===== src/rtl/dma_intr_conditioner.sv =====
// dma_intr_conditioner: synchronise, edge-detect and rate-limit DMA interrupt lines into 1-cycle pulses with per-channel stats
module dma_intr_conditioner #(
  parameter int NCH         = 8,
  parameter int SYNC_STAGES = 2,
  parameter int HOLDOFF_W   = 4,
  parameter int CNT_W       = 16
) (
  input  logic                 clk,
  input  logic                 resetn,
  input  logic [NCH-1:0]       intr_in,
  input  logic [HOLDOFF_W-1:0] holdoff,
  input  logic [NCH-1:0]       clr,
  output logic [NCH-1:0]       intr_pulse,
  output logic                 any_pulse,
  output logic [NCH-1:0]       sticky,
  output logic [NCH-1:0]       ovr,
  output logic [NCH*CNT_W-1:0] evt_cnt
);
  typedef enum logic [1:0] {IDLE, PULSE, HOLD, WAIT_LOW} state_t;
  for (genvar i = 0; i < NCH; i++) begin : g_ch
    logic [SYNC_STAGES-1:0] sync;
    logic                   s, s_d, rise, drop, pulse_q, stk_q, ovr_q;
    logic [HOLDOFF_W-1:0]   hcnt;
    logic [CNT_W-1:0]       cnt;
    state_t                 state;
    assign s    = sync[SYNC_STAGES-1];
    assign rise = s & ~s_d;
    assign drop = rise & (state == PULSE || state == HOLD);
    // bring the raw level into clk and keep one delayed copy for edge detection
    always_ff @(posedge clk or negedge resetn)
      if (!resetn) begin
        sync <= '0;
        s_d  <= 1'b0;
      end else begin
        sync <= {sync[SYNC_STAGES-2:0], intr_in[i]};
        s_d  <= s;
      end
    // accept an edge, emit one pulse, wait out the holdoff, then require the line to drop
    always_ff @(posedge clk or negedge resetn)
      if (!resetn) begin
        state   <= IDLE;
        hcnt    <= '0;
        pulse_q <= 1'b0;
      end else begin
        pulse_q <= (state == IDLE) && rise;
        case (state)
          IDLE:     if (rise) state <= PULSE;
          PULSE: begin
            hcnt  <= holdoff;
            state <= (holdoff == '0) ? WAIT_LOW : HOLD;
          end
          HOLD: begin
            hcnt <= hcnt - 1'b1;
            if (hcnt == HOLDOFF_W'(1)) state <= WAIT_LOW;
          end
          default:  if (!s) state <= IDLE;
        endcase
      end
    // software-visible stats; a pulse or drop in the clearing cycle survives the clear
    always_ff @(posedge clk or negedge resetn)
      if (!resetn) begin
        cnt   <= '0;
        stk_q <= 1'b0;
        ovr_q <= 1'b0;
      end else if (clr[i]) begin
        cnt   <= CNT_W'(pulse_q);
        stk_q <= pulse_q;
        ovr_q <= drop;
      end else begin
        if (pulse_q && cnt != '1) cnt <= cnt + 1'b1;
        if (pulse_q) stk_q <= 1'b1;
        if (drop) ovr_q <= 1'b1;
      end
    assign intr_pulse[i]              = pulse_q;
    assign sticky[i]                  = stk_q;
    assign ovr[i]                     = ovr_q;
    assign evt_cnt[i*CNT_W +: CNT_W]  = cnt;
  end
  assign any_pulse = |intr_pulse;
endmodule


===== config.mk =====
export PLATFORM = sky130hd
export DESIGN_NAME = dma_intr_conditioner
export DESIGN_NICKNAME = d
export VERILOG_FILES = /design/src/rtl/dma_intr_conditioner.sv
export SDC_FILE = /design/constraint.sdc
export NUM_CORES = 1
export LEC_CHECK = 0
export ABC_AREA = 1
export CAP_MARGIN = 20
export CORE_MARGIN = 2
export CORE_UTILIZATION = 45
export DETAILED_ROUTE_END_ITERATION = 8
export PLACE_DENSITY = 0.81
export SLEW_MARGIN = 20
export SYNTH_ARGS = -nofsm -noshare
export SYNTH_HDL_FRONTEND = slang
export SYNTH_SLANG_ARGS = --single-unit

===== constraint.sdc =====
create_clock -name clk -period 1.5 [get_ports clk]
set_input_delay 0.225 -clock clk [delete_from_list [all_inputs] [get_ports clk]]
set_output_delay 0.225 -clock clk [all_outputs]
set_load 0.05 [all_outputs]

==> results.cfg, run 1 <==
[placed_design]
dp_hpwl_um = 27100
routabilityCongestion = 0.922
port_buffers = 174
dpl.cell_count = 2415
placed_area_sq_um = 18100

[cells_and_area]
syn_to_final_growth_pct = 58.1
final_layout_size_suffix_gt1_share_pct = 35.9
layout.nets = 2198
diodes = 0
stdcell_count = 2517
utilization_pct = 72.8
final_cell_area_sq_um = 20400

[timing]
finalWorstSetupSlack_ns = -0.360
slew_headroom_pct = 70.4
min_period_ns = 1.86
rsz0062_at_grt = true
fin_crit_sh_pct = 124
worst-slew-pin-transition_ns = 0.444
skew_ns = 0.0208
finalHoldViolCount = 0
slew_violations = 0
setup_viol = 31
setup_tns_ns = -1.37
fmax_ghz = 0.538

[route]
vias_per_cell = 5.36
route.final.wire_length_um = 40300
antenna_left = 0
drt_iter0_drc = 1263
drc = 0
wl_per_cell_um = 16.0
first_pass_iters = 5
num_vias = 13500

[clocking]
cts_tree = done
clock_latency_ns = 0.54
root_buffer = clkbuf_16
cts_sinks = 224
h-tree-depth = 1
clkTransAtPathRegs_ns = 0.06
cts_max_path_buffers = 3
cts_buffers = 25

[synthesis]
synth-seq-cells = 224
synthTopCellsByCount = nand2_1, dfrtp_1, inv_1
yosysMostFrequentCell = nand2_1
syn_avg_cell_area_sq_um = 7.50
synth_warnings = 0
synthTopCellsByArea = dfrtp_1, nand2_1, inv_1, ha_1, nor2_1
synth_top_area_share_pct = 43.5
yosysTopAreaCell = dfrtp_1
synth-seq-area-share_pct = 43.5
synthArstFlopShare_pct = 100
ys_types = 38
synthFlopType = dfrtp_1
synth_edf_count = 0
syn_area_sq_um = 12900
netlist_instances = 1720
syn_nets = 1798

[setup_path]
worstPathMaxFanout = 2
cp_slowest_stage_delay_ns = 0.42
path_class = reg2out
cp.arrival_ns = 1.64
reg2reg_from = g_ch[1].cnt[1]
r2r_slack_ns = -0.09
r2r_cells = 9
crit_family = flip-flops
r2r-end = g_ch[1].cnt[7]
startpoint = g_ch[4].pulse_q
start_kind = register
crit_chain = nor4_2, buf_4, nand3_2, buf_6
worst-path-buf-inv = 2
critPathSlowestCell = dfrtp_1
cp-end-kind = primary output
required_ns = 1.27

[min_path]
min-delay-start = intr_in[0]
whs_path_depth = 1
min_to = g_ch[0].sync[0]
hold_path_class = in2reg

[power]
ir_drop_mv = 1.10
powerDensity_nw_per_um2 = 1210
finalPower_mw = 24.8
power.leakage_nw = 9.63

[global_routing]
grt_max_degree = 48
grt.total_usage_pct = 24.6
grt_pass1_vias = 13200
grt_antenna_before_repair = 0
grt_pass1_wl_um = 62600
overflow = 0

[run_status]
status = finished with violations
failed_checks = setup timing

[floorplan]
start_util_pct = 46.0
design.core.area_sq_um = 28000
die_x_um = 173
row_count = 61
die_area_sq_um = 30000
ios = 175
die_h_um = 173

[flow_run]
cap_violations = 0
-- repair_timing --
item	CTS	global route
buffers inserted	14	40
endpoints found under the hold margin	134	0
resized for setup	31	228
pin swaps	5	54
setup endpoints to repair	63	182
hold buffers	1	0
gates cloned	1	5
-- layer usage --
layer	track usage, %	wire length [um]	vias to the layer above
li1	-	-	6296
met1	30.8	15500	6441
met2	43.4	20600	597
met3	3.55	2640	146
met4	8.58	1450	0
met5	0	0	-
-- logic make-up (layout without fill, tap and decap cells) --
family | count (synthesis) | in the layout | share of synthesized area [%]
XOR/XNOR | 49 | 49 | 3.33
AND/OR/NAND/NOR | 948 | 949 | 31.2
flip-flops | 224 | 224 | 43.5
adder cells (fa/ha/maj) | 56 | 56 | 5.43
buffers and inverters | 245 | 663 | 8.16
AO/OA/AOI/OAI | 198 | 198 | 8.46
-- sequential cells by signal, summed over array words and instances (netlist names) --
register      cells
g_ch.cnt        128
g_ch.hcnt        32
g_ch.state       16
g_ch.sync        16
g_ch.ovr_q        8
g_ch.pulse_q      8
g_ch.s_d          8
g_ch.stk_q        8
-- worst max-delay path by stage --
stage	endpoint	depth (start not counted)
2_1_floorplan	g_ch[2].cnt[15]	10
3_3_place_gp	g_ch[1].cnt[12]	8
3_5_place_dp	g_ch[1].cnt[11]	8
4_1_cts	any_pulse	4
5_1_grt	any_pulse	4
6_report	any_pulse	4
-- cell type report --
cell class	instances	area, sq um
inverters	196	761
fillers	1857	7610
clock inverters	12	220
well taps	378	473
flip-flops and latches	224	5750
repair inverters	4	25.0
repair buffers	417	5320
clock buffers	34	719
multi-input cells	1252	7130
-- layout by cell type (no fill, tap or decap), types with 4 or more instances in the layout --
master / netlist / routed
clkinv_2: 0 / 4
nand3_2: 1 / 23
o21bai_1: 15 / 15
o21ai_1: 1 / 5
or2_2: 5 / 5
clkbuf_8: 0 / 6
o21ai_4: 1 / 6
dfrtp_1: 224 / 108
nor2_2: 11 / 27
o211ai_1: 5 / 5
a22oi_1: 4 / 4
buf_6: 3 / 60
nand2_4: 1 / 22
xor2_1: 42 / 42
dfrtp_2: 0 / 116
inv_1: 189 / 177
ha_4: 0 / 14
xnor2_1: 7 / 7
nand2_1: 535 / 468
nor2_1: 178 / 141
ha_1: 56 / 37
nor2_4: 5 / 27
nand2_2: 5 / 51
bufinv_16: 0 / 6
buf_12: 0 / 151
inv_2: 5 / 13
o21ai_0: 112 / 106
a21oi_1: 49 / 47
clkdlybuf4s50_1: 0 / 20
ha_2: 0 / 5
nor3_1: 11 / 10
nand3_1: 132 / 107
buf_4: 29 / 181
nand4_1: 57 / 57
clkbuf_16: 0 / 25
-- power breakdown --
group / leakage [nW] / switching, mW / total [mW] / internal (mW)
registers: 2.76 / 0.873 / 7.98 / 7.11
clock network: 0.461 / 2.62 / 7.01 / 4.39
logic: 6.41 / 5.92 / 9.77 / 3.85
-- metrics by stage --
step | hold WS, ns | setup slack (ns)
global route | 0.131 | -0.422
CTS | 0.118 | -0.365
floorplan | -0.0706 | -0.185
global placement | 0.174 | -0.210
detailed placement | 0.182 | -0.302
finish | 0.123 | -0.360
No activity file was read; power rests on OpenSTA's default activity.
==> run 2: changes to the inputs <==
--- a/config.mk
+++ b/config.mk
@@ -9,6 +9,7 @@
 export CAP_MARGIN = 20
 export CORE_MARGIN = 2
 export CORE_UTILIZATION = 45
+export CTS_CLUSTER_SIZE = 28
 export DETAILED_ROUTE_END_ITERATION = 8
 export PLACE_DENSITY = 0.81
 export SLEW_MARGIN = 20
==> results of run 2 <==
No change in the layout: final DEF, timing and power equal those of run 1.
